--- config.mk ---
export PLATFORM = sky130hd
export DESIGN_NAME = branch_predict_unit
export DESIGN_NICKNAME = d
export VERILOG_FILES = /design/src/rtl/branch_predict_unit.sv
export SDC_FILE = /design/constraint.sdc
export NUM_CORES = 1
export LEC_CHECK = 0
export BUFFER_PORTS_ARGS = -buffer_cell sky130_fd_sc_hd__clkbuf_2
export CAP_MARGIN = 15
export CELL_PAD_IN_SITES_DETAIL_PLACEMENT = 2
export CELL_PAD_IN_SITES_GLOBAL_PLACEMENT = 2
export CORE_ASPECT_RATIO = 0.7
export CORE_UTILIZATION = 37
export CTS_CLUSTER_SIZE = 24
export DETAILED_ROUTE_END_ITERATION = 10
export PLACE_DENSITY = 0.78
export SLEW_MARGIN = 10
export SYNTH_ARGS = -nofsm -noshare
export SYNTH_HDL_FRONTEND = slang
export SYNTH_SLANG_ARGS = --single-unit
--- constraint.sdc ---
create_clock -name clk -period 3.31 [get_ports clk]
set_input_delay 0.1655 -clock clk [delete_from_list [all_inputs] [get_ports clk]]
set_output_delay 0.1655 -clock clk [all_outputs]
set_load 0.05 [all_outputs]
--- src/rtl/branch_predict_unit.sv ---
// rtl/branch_predict_unit.sv - BTB-based branch prediction, EX resolution, redirect and halt drain
module branch_predict_unit #(
   parameter int PC_W        = 9,
   parameter int BTB_ENTRIES = 16,
   parameter int CTR_W       = 2,
   parameter int HALT_DRAIN  = 2,
   parameter int CNT_W       = 16
) (
   input  logic              clk,
   input  logic              reset,
   input  logic [PC_W-1:0]   fetch_pc,
   output logic              pred_taken,
   output logic [PC_W-1:0]   pred_target,
   input  logic              ex_valid,
   input  logic [PC_W-1:0]   ex_pc,
   input  logic [31:0]       Imm,
   input  logic              Branch,
   input  logic [31:0]       AluResult,
   input  logic              jal,
   input  logic              jalr,
   input  logic [31:0]       jalr_src,
   input  logic              ex_pred_taken,
   input  logic [PC_W-1:0]   ex_pred_target,
   input  logic              halt,
   output logic              PcSel,
   output logic [31:0]       BrPC,
   output logic              halted,
   output logic [CNT_W-1:0]  mispredicts
);

   localparam int IDX_W  = $clog2(BTB_ENTRIES);
   localparam int TAG_W  = PC_W - IDX_W - 2;
   localparam int DCNT_W = (HALT_DRAIN > 1) ? $clog2(HALT_DRAIN) : 1;
   localparam logic [CTR_W-1:0]  CTR_WEAK   = CTR_W'(1 << (CTR_W - 1));
   localparam logic [DCNT_W-1:0] DRAIN_LOAD = DCNT_W'(HALT_DRAIN - 1);

   typedef enum logic [1:0] {S_IDLE, S_DRAIN, S_HALTED} state_t;

   logic             btb_valid  [BTB_ENTRIES];
   logic [TAG_W-1:0] btb_tag    [BTB_ENTRIES];
   logic [PC_W-1:0]  btb_target [BTB_ENTRIES];
   logic [CTR_W-1:0] btb_ctr    [BTB_ENTRIES];

   state_t            state;
   logic [DCNT_W-1:0] drain_cnt;

   logic [IDX_W-1:0] f_idx, e_idx;
   logic [TAG_W-1:0] f_tag, e_tag;
   logic             f_hit, e_hit;
   logic             actual_taken, mispredict, upd_en;
   logic [31:0]      ex_pc_ext, actual_target, ex_pc_plus4;
   logic             unused_ok;

   assign f_idx = fetch_pc[IDX_W+1:2];
   assign f_tag = fetch_pc[PC_W-1:IDX_W+2];
   assign e_idx = ex_pc[IDX_W+1:2];
   assign e_tag = ex_pc[PC_W-1:IDX_W+2];

   assign f_hit       = btb_valid[f_idx] && (btb_tag[f_idx] == f_tag);
   assign pred_taken  = f_hit && btb_ctr[f_idx][CTR_W-1];
   assign pred_target = pred_taken ? btb_target[f_idx] : '0;

   assign ex_pc_ext     = {{(32-PC_W){1'b0}}, ex_pc};
   assign ex_pc_plus4   = ex_pc_ext + 32'd4;
   assign actual_taken  = (Branch && AluResult[0]) || jal || jalr;
   assign actual_target = jalr ? jalr_src : (ex_pc_ext + Imm);

   assign mispredict = ex_valid && ((actual_taken != ex_pred_taken) ||
                       (actual_taken && (ex_pred_target != actual_target[PC_W-1:0])));
   assign PcSel = mispredict;
   assign BrPC  = mispredict ? (actual_taken ? actual_target : ex_pc_plus4) : 32'd0;

   // jalr targets are register-dependent, so they never enter the table
   assign e_hit  = btb_valid[e_idx] && (btb_tag[e_idx] == e_tag);
   assign upd_en = ex_valid && (Branch || jal) && (state != S_HALTED);

   assign unused_ok = ^{fetch_pc[1:0], AluResult[31:1]};

   always_ff @(posedge clk or negedge reset) begin
      if (!reset) begin
         for (int i = 0; i < BTB_ENTRIES; i++) begin
            btb_valid[i] <= 1'b0;
            btb_ctr[i]   <= '0;
         end
      end else if (upd_en) begin
         if (e_hit) begin
            if (actual_taken) begin
               if (btb_ctr[e_idx] != '1)
                  btb_ctr[e_idx] <= btb_ctr[e_idx] + CTR_W'(1);
            end else if (btb_ctr[e_idx] != '0) begin
               btb_ctr[e_idx] <= btb_ctr[e_idx] - CTR_W'(1);
            end
         end else if (actual_taken) begin
            btb_valid[e_idx] <= 1'b1;
            btb_ctr[e_idx]   <= jal ? '1 : CTR_WEAK;
         end
      end
   end

   // Tag/target are qualified by valid, so they need no reset
   always_ff @(posedge clk) begin
      if (upd_en && actual_taken) begin
         btb_tag[e_idx]    <= e_tag;
         btb_target[e_idx] <= actual_target[PC_W-1:0];
      end
   end

   always_ff @(posedge clk or negedge reset) begin
      if (!reset)
         mispredicts <= '0;
      else if (mispredict && (state != S_HALTED) && (mispredicts != '1))
         mispredicts <= mispredicts + CNT_W'(1);
   end

   always_ff @(posedge clk or negedge reset) begin
      if (!reset) begin
         state     <= S_IDLE;
         drain_cnt <= '0;
         halted    <= 1'b0;
      end else begin
         case (state)
            S_IDLE: begin
               if (ex_valid && halt && !mispredict) begin
                  state     <= S_DRAIN;
                  drain_cnt <= DRAIN_LOAD;
               end
            end
            S_DRAIN: begin
               if (drain_cnt == '0) begin
                  state  <= S_HALTED;
                  halted <= 1'b1;
               end else begin
                  drain_cnt <= drain_cnt - DCNT_W'(1);
               end
            end
            default: begin
               state  <= S_HALTED;
               halted <= 1'b1;
            end
         endcase
      end
   end

endmodule

==> results.sh <==
export IMPL_status="completed"
export IMPL_syn_area_per_cell_sq_um=14.7
export IMPL_synth_distinct_cells=54
export IMPL_drtPass1Iterations=5
export IMPL_pwr_share_seq_pct=45.0
export IMPL_critPathMaxStageDelay_ns=0.44
export IMPL_crit_type="in -> out"
export IMPL_final_nets=1246
export IMPL_htreeDepth=1
export IMPL_synth_ff_type="edfxtp_1"
export IMPL_crit_path_top_delay_cell="fa_2"
export IMPL_path_cells="clkbuf_2 > ha_2 > inv_1 > fa_2 > nor2b_4 > o2111ai_2 > and2_4 > o311ai_4 > xor2_1 > o21ai_1 > a31o_4 > buf_12 > buf_4 > a211oi_4 > buf_12"
export IMPL_die_area_sq_um=35700
export IMPL_layout_commonest_cell="edfxtp_1"
export IMPL_crit_fanout=8
export IMPL_route_detailed_drc=0
export IMPL_core_sq_um=33900
export IMPL_design_area_sq_um=16100
export IMPL_grt_usage_pct=26.1
export IMPL_vias_per_cell=5.67
export IMPL_seq_area_frac_synth_pct=57.7
export IMPL_clkPwrFrac_pct=32.6
export IMPL_gp_congestion=0.859
export IMPL_fp_dieH_um=158
export IMPL_power_density_nw_per_um2=572
export IMPL_grt_overflow=0
export IMPL_clock_latency_ns=0.57
export IMPL_relSlewSlack_pct=41.8
export IMPL_fin_skew_ns=0.0178
export IMPL_drtIter0Drc=698
export IMPL_hold_ws_ns=0.0258
export IMPL_area_growth_synth_to_final_pct=24.8
export IMPL_start_util_pct=38.1
export IMPL_cp_required_ns=3.14
export IMPL_clk_path_buf_depth=3
export IMPL_maxCapViolCount=0
export IMPL_grt_max_degree=27
export IMPL_tightest_slew_ns=0.872
export IMPL_setup_viol_count_final=0
export IMPL_irDropWorstVdd_v=0.000358
export IMPL_synth_edf_count=192
export IMPL_synth_warnings=0
export IMPL_slew_viol_final=0
export IMPL_vias=8982
export IMPL_critPathArrivalTime_ns=3.11
export IMPL_ios=191
export IMPL_min_path_type="in -> reg"
export IMPL_synth_nets=1030
export IMPL_clk_pin_slew_ns=0.06
export IMPL_comb_power_share_pct=22.4
export IMPL_antenna_found_initial=1
export IMPL_ys_ff_latch=260
export IMPL_finalCritPeriodShare_pct=99.0
export IMPL_port_buffers=157
export IMPL_placed_cell_area_sq_um=15000
export IMPL_cts_sinks=260
export IMPL_grt_pass1_wl_mm=67.3
export IMPL_synth_cells=882
export IMPL_layout_cells_most_common_list="192 x edfxtp_1, 130 x clkbuf_2, 86 x mux4_2, 76 x buf_4, 68 x dfrtp_1"
export IMPL_totalWireLength_mm=45.9
export IMPL_drt_wirelength_per_cell_um=29.0
export IMPL_fin_util_pct=47.6
export IMPL_post_dp_hpwl_mm=32.5
export IMPL_tritoncts="yes"
export IMPL_startpoint_type="input pin"
export IMPL_tns_ns=0
export IMPL_path_common_cell="buf_12"
export IMPL_fin_crit_ns=3.28
export IMPL_grt_pass1_vias=9915
export IMPL_switching_share_pct=31.3
export IMPL_numCtsBuffers=27
export IMPL_clock_tree_root_cell="clkbuf_16"
export IMPL_power_internal_uw=6340
export IMPL_syn_area_sq_um=12900
export IMPL_fmax_mhz=305
export IMPL_multi_input_area_sq_um=5470
export IMPL_seqCellArea_sq_um=7470
export IMPL_p_sw_uw=2900
export IMPL_fillers=3273
export IMPL_hold_viol=0
export IMPL_drive_above_1_share_pct=39.4
export IMPL_rows=56
export IMPL_async_reset_ff_share_pct=26.2
export IMPL_ant_nets=0
export IMPL_p_leak_uw=0.00603
export IMPL_die_width_um=225
export IMPL_endpoint_kind="primary output"
-- per-stage QoR --
step | setup slack (ns) | power [uW] | instances
floorplan | -0.0999 | 5400 | 882
global placement | -0.106 | 6040 | 1515
detailed placement | -0.253 | 6190 | 1515
CTS | 0.0275 | 9230 | 1570
global route | -0.0567 | 9570 | 1583
finish | 0.0342 | 9240 | 1584
-- kinds of logic after synthesis --
kind of cell / after synthesis / synth area share, %
DFF: 260 / 57.7
and+or+nand+nor: 224 / 8.65
muxes: 134 / 19.4
AOI/OAI and AO/OA: 107 / 5.66
buffers and inverters: 73 / 2.37
xor gates and xnor gates: 67 / 4.54
adders and majority gates: 17 / 1.70
-- worst max-delay path: cells and delay by family --
family | cells | cell delay (ns)
AOI/OAI and AO/OA | 5 | 1.08
xor gates and xnor gates | 1 | 0.21
adders and majority gates | 2 | 0.63
buffers and inverters | 5 | 0.66
and+or+nand+nor | 2 | 0.34
-- metal layers --
metal / share of wire, % / vias to the layer above / track usage, %
li1: - / 3837 / -
met1: 42 / 4738 / 34.2
met2: 49 / 353 / 45.2
met3: 6.9 / 52 / 4.95
met4: 1.9 / 2 / 5.77
met5: 0.041 / - / 0
-- synth_stat cells, drive strengths merged, types with 5 or more instances --
cell type	number	share of area, %
a211oi	10	0.58
a21oi	21	0.81
a22oi	8	0.46
a31oi	5	0.24
and3	12	0.58
buf	18	0.77
clkbuf	37	1.1
dfrtp	68	13
edfxtp	192	45
ha	16	1.5
inv	17	0.49
mux2	34	3.0
mux2i	12	0.93
mux4	88	15
nand2	57	1.7
nand2b	5	0.24
nand3	36	1.8
nand4	9	0.44
nor2	66	1.9
nor2b	13	0.63
nor3	8	0.40
o21ai	15	0.58
o21bai	17	0.99
o2bb2ai	5	0.34
xnor2	39	2.6
xor2	28	1.9
-- area by class of cell --
cell class                 instances  area share, %
antenna                            1         0.0155
clock buffer                      31           4.28
clock inverter                    19           1.01
inverter                          18          0.418
multi-input combinational        550           33.9
sequential                       260           46.2
tap                              464           3.59
timing repair buffer             241           10.6
-- final timing paths --
kind / endpoint / slack, ns / startpoint / depth (start not counted)
min in group asynchronous: mispredicts[3]$_DFFE_PN0P_ / 0.13 / reset / 2
max in group asynchronous: btb_ctr[31]$_DFFE_PN0P_ / 2.41 / reset / 3
worst min-delay path: drain_cnt$_DFFE_PN0P_ / 0.03 / ex_valid / 3
worst max-delay path: BrPC[8] / 0.03 / ex_pc[0] / 15
worst min register to register: btb_ctr[30]$_DFFE_PN0P_ / 0.49 / btb_ctr[30]$_DFFE_PN0P_ / 1
worst max register to register: btb_ctr[31]$_DFFE_PN0P_ / 0.04 / btb_tag[1][0]$_DFFE_PP_ / 9
-- power by group through the flow --
stage | sequential, uW | clock [uW] | combinational (uW)
6_report | 4160 | 3010 | 2070
5_1_grt | 4190 | 3180 | 2200
3_3_place_gp | 4170 | 0 | 1880
3_5_place_dp | 4210 | 0 | 1980
4_1_cts | 4150 | 3060 | 2010
2_1_floorplan | 4280 | 0 | 1120
-- registers in the layout, summed over array words and instances (netlist names) --
register	count
state	2
btb_ctr	32
halted	1
drain_cnt	1
btb_target	144
mispredicts	16
btb_valid	16
btb_tag	48
-- timing repair --
item                       in CTS  in global routing
cloned                          0                  1
pin swaps                       3                 12
setup endpoints to repair      63                 57
hold buffers                    3                  0
hold endpoints to repair       23                  0
gates resized for setup        15                 22
setup buffers                   2                 12
(Power assumes the default switching activity.)
